## src/rtl/stolen_cdc_pkg.sv

```systemverilog
// Purpose: shared constants, parameter limits and helpers for the stolen_cdc event synchronizer.
// Latency: n/a (declarations only).
// Backpressure: n/a (declarations only).
package stolen_cdc_pkg;

    // Legal parameter ranges, checked at elaboration by the top module.
    localparam int WIDTH_MIN   = 1;
    localparam int WIDTH_MAX   = 64;
    localparam int SYNC_FF_MIN = 2;
    localparam int SYNC_FF_MAX = 10;
    localparam int FILTER_MIN  = 1;
    localparam int FILTER_MAX  = 65535;

    // Tag carried by every synchronizer flop so CDC tooling can find the chains.
    localparam string STOLEN_CDC_ATTR = "EVENT_SYNC";

    // Ceiling log2; returns 0 for values <= 1.
    function automatic int clog2(input int value);
        int result;
        int remain;
        result = 0;
        remain = value - 1;
        while (remain > 0) begin
            result = result + 1;
            remain = remain >> 1;
        end
        return result;
    endfunction

    // Width of the per-channel stability counter (always at least one bit).
    function automatic int filter_cnt_width(input int filter_cycles);
        int w;
        w = clog2(filter_cycles + 1);
        return (w < 1) ? 1 : w;
    endfunction

endpackage

```

## src/rtl/stolen_cdc_filter_bit.sv

```systemverilog
// Purpose: one asynchronous channel -- synchronizer chain, stability filter, edge pulses (optional glitch flag under STOLEN_CDC_GLITCH_FLAG_EN).
// Latency: DEST_SYNC_FF + FILTER_CYCLES - 1 edges after the first edge sampling a stable new input.
// Backpressure: none; pulses are single-cycle and cannot be stalled.
module stolen_cdc_filter_bit
    import stolen_cdc_pkg::*;
#(
    parameter int   DEST_SYNC_FF  = 4,
    parameter int   FILTER_CYCLES = 4,
    parameter logic INIT_BIT      = 1'b0
) (
    input  logic dest_clk,
    input  logic dest_rst,
    input  logic src_in,
`ifdef STOLEN_CDC_GLITCH_FLAG_EN
    input  logic glitch_clr,
    output logic glitch_flag,
`endif
    output logic dest_level,
    output logic dest_rise,
    output logic dest_fall
);

    localparam int CNT_W = filter_cnt_width(FILTER_CYCLES);
    localparam logic [CNT_W-1:0] CNT_LAST = CNT_W'(FILTER_CYCLES - 1);

    (* ASYNC_REG = "TRUE", DONT_TOUCH = "TRUE", STOLEN_CDC = "EVENT_SYNC" *)
    logic [DEST_SYNC_FF-1:0] sync_stages;

    logic             sync_out;
    logic [CNT_W-1:0] cnt;
    logic             differs;
    logic             accept;
    logic             glitch_seen;

    // Shift the raw asynchronous input through the metastability chain.
    always_ff @(posedge dest_clk) begin
        if (dest_rst) begin
            sync_stages <= {DEST_SYNC_FF{INIT_BIT}};
        end else begin
            sync_stages <= {sync_stages[DEST_SYNC_FF-2:0], src_in};
        end
    end

    assign sync_out = sync_stages[DEST_SYNC_FF-1];

    // Classify the current cycle: new value pending, accepted, or a pending value that collapsed.
    always_comb begin
        differs     = 1'b0;
        accept      = 1'b0;
        glitch_seen = 1'b0;
        differs     = (sync_out != dest_level);
        accept      = differs && (cnt == CNT_LAST);
        glitch_seen = !differs && (cnt != '0);
    end

    // Count consecutive differing cycles; commit the new level once it has been stable long enough.
    always_ff @(posedge dest_clk) begin
        if (dest_rst) begin
            cnt        <= '0;
            dest_level <= INIT_BIT;
            dest_rise  <= 1'b0;
            dest_fall  <= 1'b0;
        end else begin
            dest_rise <= 1'b0;
            dest_fall <= 1'b0;
            if (!differs) begin
                cnt <= '0;
            end else if (accept) begin
                cnt        <= '0;
                dest_level <= sync_out;
                dest_rise  <= sync_out;
                dest_fall  <= ~sync_out;
            end else begin
                cnt <= cnt + CNT_W'(1);
            end
        end
    end

`ifdef STOLEN_CDC_GLITCH_FLAG_EN
    // Sticky record of a rejected excursion; a new glitch beats a same-cycle clear.
    always_ff @(posedge dest_clk) begin
        if (dest_rst) begin
            glitch_flag <= 1'b0;
        end else begin
            glitch_flag <= glitch_seen | (glitch_flag & ~glitch_clr);
        end
    end
`else
    // Glitch classification is only consumed when the flag is built.
    logic glitch_unused;
    assign glitch_unused = glitch_seen;
`endif

endmodule

```

## src/rtl/stolen_cdc_event_sync.sv

```systemverilog
// Purpose: WIDTH independent async-level synchronizers with glitch filter and rise/fall pulses (glitch flag ports under STOLEN_CDC_GLITCH_FLAG_EN).
// Latency: DEST_SYNC_FF + FILTER_CYCLES - 1 dest_clk edges from first sampling edge to dest_level/pulse.
// Backpressure: none; every channel runs free and pulses last exactly one cycle.
(* KEEP_HIERARCHY = "TRUE" *)
module stolen_cdc_event_sync
    import stolen_cdc_pkg::*;
#(
    parameter int               WIDTH         = 8,
    parameter int               DEST_SYNC_FF  = 4,
    parameter int               FILTER_CYCLES = 4,
    parameter logic [WIDTH-1:0] INIT_VAL      = '0
) (
    input  logic             dest_clk,
    input  logic             dest_rst,
    input  logic [WIDTH-1:0] src_in,
`ifdef STOLEN_CDC_GLITCH_FLAG_EN
    input  logic [WIDTH-1:0] glitch_clr,
    output logic [WIDTH-1:0] glitch_flag,
`endif
    output logic [WIDTH-1:0] dest_level,
    output logic [WIDTH-1:0] dest_rise,
    output logic [WIDTH-1:0] dest_fall
);

    // Reject out-of-range configurations before anything is built.
    if (WIDTH < WIDTH_MIN || WIDTH > WIDTH_MAX) begin : g_bad_width
        $error("stolen_cdc_event_sync: WIDTH %0d outside %0d..%0d", WIDTH, WIDTH_MIN, WIDTH_MAX);
    end
    if (DEST_SYNC_FF < SYNC_FF_MIN || DEST_SYNC_FF > SYNC_FF_MAX) begin : g_bad_sync
        $error("stolen_cdc_event_sync: DEST_SYNC_FF %0d outside %0d..%0d",
               DEST_SYNC_FF, SYNC_FF_MIN, SYNC_FF_MAX);
    end
    if (FILTER_CYCLES < FILTER_MIN || FILTER_CYCLES > FILTER_MAX) begin : g_bad_filter
        $error("stolen_cdc_event_sync: FILTER_CYCLES %0d outside %0d..%0d",
               FILTER_CYCLES, FILTER_MIN, FILTER_MAX);
    end

    // One fully independent filter per channel.
    for (genvar i = 0; i < WIDTH; i++) begin : g_chan
        stolen_cdc_filter_bit #(
            .DEST_SYNC_FF  (DEST_SYNC_FF),
            .FILTER_CYCLES (FILTER_CYCLES),
            .INIT_BIT      (INIT_VAL[i])
        ) u_filter (
            .dest_clk    (dest_clk),
            .dest_rst    (dest_rst),
            .src_in      (src_in[i]),
`ifdef STOLEN_CDC_GLITCH_FLAG_EN
            .glitch_clr  (glitch_clr[i]),
            .glitch_flag (glitch_flag[i]),
`endif
            .dest_level  (dest_level[i]),
            .dest_rise   (dest_rise[i]),
            .dest_fall   (dest_fall[i])
        );
    end

endmodule

```

## config.mk

```make
export PLATFORM = sky130hd
export DESIGN_NAME = stolen_cdc_event_sync
export DESIGN_NICKNAME = d
export VERILOG_FILES = /design/src/rtl/stolen_cdc_pkg.sv /design/src/rtl/stolen_cdc_filter_bit.sv /design/src/rtl/stolen_cdc_event_sync.sv
export SDC_FILE = /design/constraint.sdc
export NUM_CORES = 1
export LEC_CHECK = 0
export CAP_MARGIN = 20
export CORE_MARGIN = 2
export CORE_UTILIZATION = 45
export CTS_BUF_LIST = sky130_fd_sc_hd__clkbuf_16
export CTS_CLUSTER_SIZE = 14
export DETAILED_ROUTE_END_ITERATION = 7
export GPL_TIMING_DRIVEN = 0
export PLACE_DENSITY = 0.68
export SLEW_MARGIN = 20
export SYNTH_ARGS = -nofsm -noshare
export SYNTH_HDL_FRONTEND = slang
export SYNTH_SLANG_ARGS = --single-unit
```

## constraint.sdc

```tcl
create_clock -name dest_clk -period 1.3 [get_ports dest_clk]
set_input_delay 0.13 -clock dest_clk [delete_from_list [all_inputs] [get_ports dest_clk]]
set_output_delay 0.13 -clock dest_clk [all_outputs]
set_load 0.02 [all_outputs]
```

==> results.cfg <==
[yosys]
ys_top_cells_by_area = dfxtp_1 (54%), and4bb_2 (6.8%), ha_1 (6.8%)
netlist_area_sq_mm = 0.00295
synth_nets = 259
synthCells = 233
yosysSeqAreaShare_pct = 54.4
synth_cell_types = 14
yosysTopAreaCellShare_pct = 54.4
syn_avg_cell_area_sq_um = 12.6
synth_largest_area_cell = dfxtp_1
ys_ff_latch = 80
synth_warnings = 0

[global_route]
antenna_found_initial = 0
grt_pass1_vias = 1591
grt_usage_pct = 12.9
grt_start_max_net_pins = 12
grt_pass1_wl_mm = 7.20
grt.overflow.total = 0

[power]
p_clk_share_pct = 44.1
p_switching_w = 0.000919
p_per_area_mw_per_mm2 = 1320
p_leak_nw = 1.48
p_comb_share_pct = 2.9
swShare_pct = 19.5
seqPwrFrac_pct = 53.0
p_int_w = 0.00380
ir_drop_mv = 0.857

[status]
outcome = complete, no violations

[clock_network]
cts-root-buf = clkbuf_16
cts_tree = yes
clk_latency_ns = 0.32
clkSinkCount = 80
clkSlewWorstSetupHoldPaths_ns = 0.05
clock_path_buffers = 2
holdBufCountCts = 0
h-tree-depth = 3
cts_buffers = 9

[final_layout]
area_delta_synth_final_pct = 21.2
drive_gt1_share_pct = 30.5
nFillCells = 542
post-route-util_pct = 56.2
ff_latch_area_sq_mm = 0.00160
mostFrequentLayoutCells = dfxtp_1 (78), nor2b_1 (32), buf_4 (25)
postLayoutCellArea_sq_mm = 0.00357
multiInputGateArea_sq_mm = 0.00106
final_common_cell = dfxtp_1
nets = 302
n_antenna_cell = 0

[worst_setup_path]
critPathKind = flop to output pin
cp_max_fo = 5
ff2ff_setup_slack_ns = 0.1
crit_required_ns = 1.17
endpoint_kind = output pin
crit_arrival_ns = 1.07
startpoint_type = flop

[detailed_routing]
via_per_inst = 4.56
ant_nets = 0
vias = 1625
avgRoutedWirePerCell_um = 11.6
drc = 0
drt_first_iter_violations = 31
totalWireLength_mm = 4.13
dr.pass1.iters = 4

[timing]
fin_crit_ns = 1.20
tns_ns = 0
report.final.slew_viol_count = 0
fin_crit_sh_pct = 92.6
fin_skew_ns = 0.00354
tightest_slew_ns = 0.419
rsz0062_at_grt = false
hold_violations = 0
max-slew-margin-rel_pct = 71.9
fmax_mhz = 831
finalSetupViolCount = 0

[die]
die_y_um = 84.9
fp.coreArea_sq_mm = 0.00635
rows = 29
ios = 34
die_area_sq_mm = 0.00721
die_w_um = 84.9
initial_utilization_pct = 46.4

[place]
place_area_sq_mm = 0.00336
hpwlAfterDp_mm = 2.76
place.port_buffers = 32
gp_congestion = 0.704

[job]
max-cap-violations = 0

[worst_hold_path]
worstHoldPathType = input pin to flop
## through the flow
stage          total power (W)  worst slack, ns  hold slack, ns  std cells
2_1_floorplan          0.00264            0.193           0.258        233
3_3_place_gp           0.00269           0.0695           0.415        342
3_5_place_dp           0.00269           0.0641           0.422        342
4_1_cts                0.00479         0.000860           0.149        356
5_1_grt                0.00492          0.00838           0.159        356
6_report               0.00472           0.0966           0.152        356
## worst max-delay path, stage by stage (launching register included)
cell and delay [ns]:
dfxtp_2 0.36, buf_4 0.11, clkdlybuf4s15_1 0.28
## synthesized netlist by cell type
| cell type | n |
|---|---|
| nor4b_2 | 8 |
| nor2b_1 | 32 |
| buf_2 | 3 |
| dfxtp_1 | 80 |
| and4bb_2 | 16 |
| nor4_1 | 8 |
| mux2i_1 | 8 |
| buf_4 | 24 |
| nor2_1 | 8 |
| buf_6 | 6 |
| ha_1 | 16 |
| xnor2_1 | 8 |
| inv_1 | 8 |
| nor4_2 | 8 |
## logic make-up (layout without fill, tap and decap cells)
family | count (synthesis) | count (layout) | share of synthesized area (%)
XOR/XNOR | 8 | 8 | 2.38
multiplexers | 8 | 8 | 2.72
adder cells (fa/ha/maj) | 16 | 16 | 6.80
flip-flops | 80 | 80 | 54.4
buffers and inverters | 41 | 87 | 9.94
AND/OR/NAND/NOR | 80 | 80 | 23.8
## metal layers
layer | track usage (%) | share of wire [%] | vias to the layer above | routed length, um
met2 | 18.8 | 46 | 26 | 1890
met1 | 16.9 | 48 | 737 | 2000
li1 | - | - | 857 | -
met4 | 6.06 | 1.4 | 0 | 57
met3 | 4.86 | 4.4 | 5 | 180
met5 | 0 | 0 | - | 0
## sequential cells by signal, indices dropped and copies added, names as in the netlist
register	flops
g_chan.u_filter.sync_stages	32
g_chan.u_filter.cnt	24
g_chan.u_filter.dest_fall	8
g_chan.u_filter.dest_level	8
g_chan.u_filter.dest_rise	8
## layout make-up
| type | count | share of cell area, % |
|---|---|---|
| repair buffers | 32 | 7.64 |
| multi-input cells | 112 | 29.7 |
| inverters | 8 | 0.841 |
| flip-flops and latches | 80 | 44.9 |
| clock buffers | 9 | 6.31 |
| plain buffers | 33 | 7.36 |
| well taps | 77 | 2.70 |
| clock inverters | 5 | 0.561 |
## what timing repair did
action / CTS / global route
buffers inserted: 0 / 0
setup endpoints to repair: 24 / 9
resized for setup: 31 / 10
## power groups by stage
stage	Clock, W	Sequential (W)	Combinational, W
final	0.00208	0.00250	0.000135
after global routing	0.00227	0.00250	0.000148
after detailed placement	0	0.00255	0.000138
after CTS	0.00215	0.00250	0.000138
after floorplan	0	0.00255	0.0000912
after global placement	0	0.00255	0.000136
## worst paths after layout
kind,start,end,cells past startpoint
max,g_chan[5].u_filter.dest_level,dest_level[5],2
min,dest_rst,g_chan[7].u_filter.sync_stages[3],3
max reg2reg,g_chan[2].u_filter.cnt[0],g_chan[2].u_filter.dest_level,4
min reg2reg,g_chan[0].u_filter.cnt[0],g_chan[0].u_filter.cnt[0],1
Note: power is estimated with default switching activity, not from simulation.
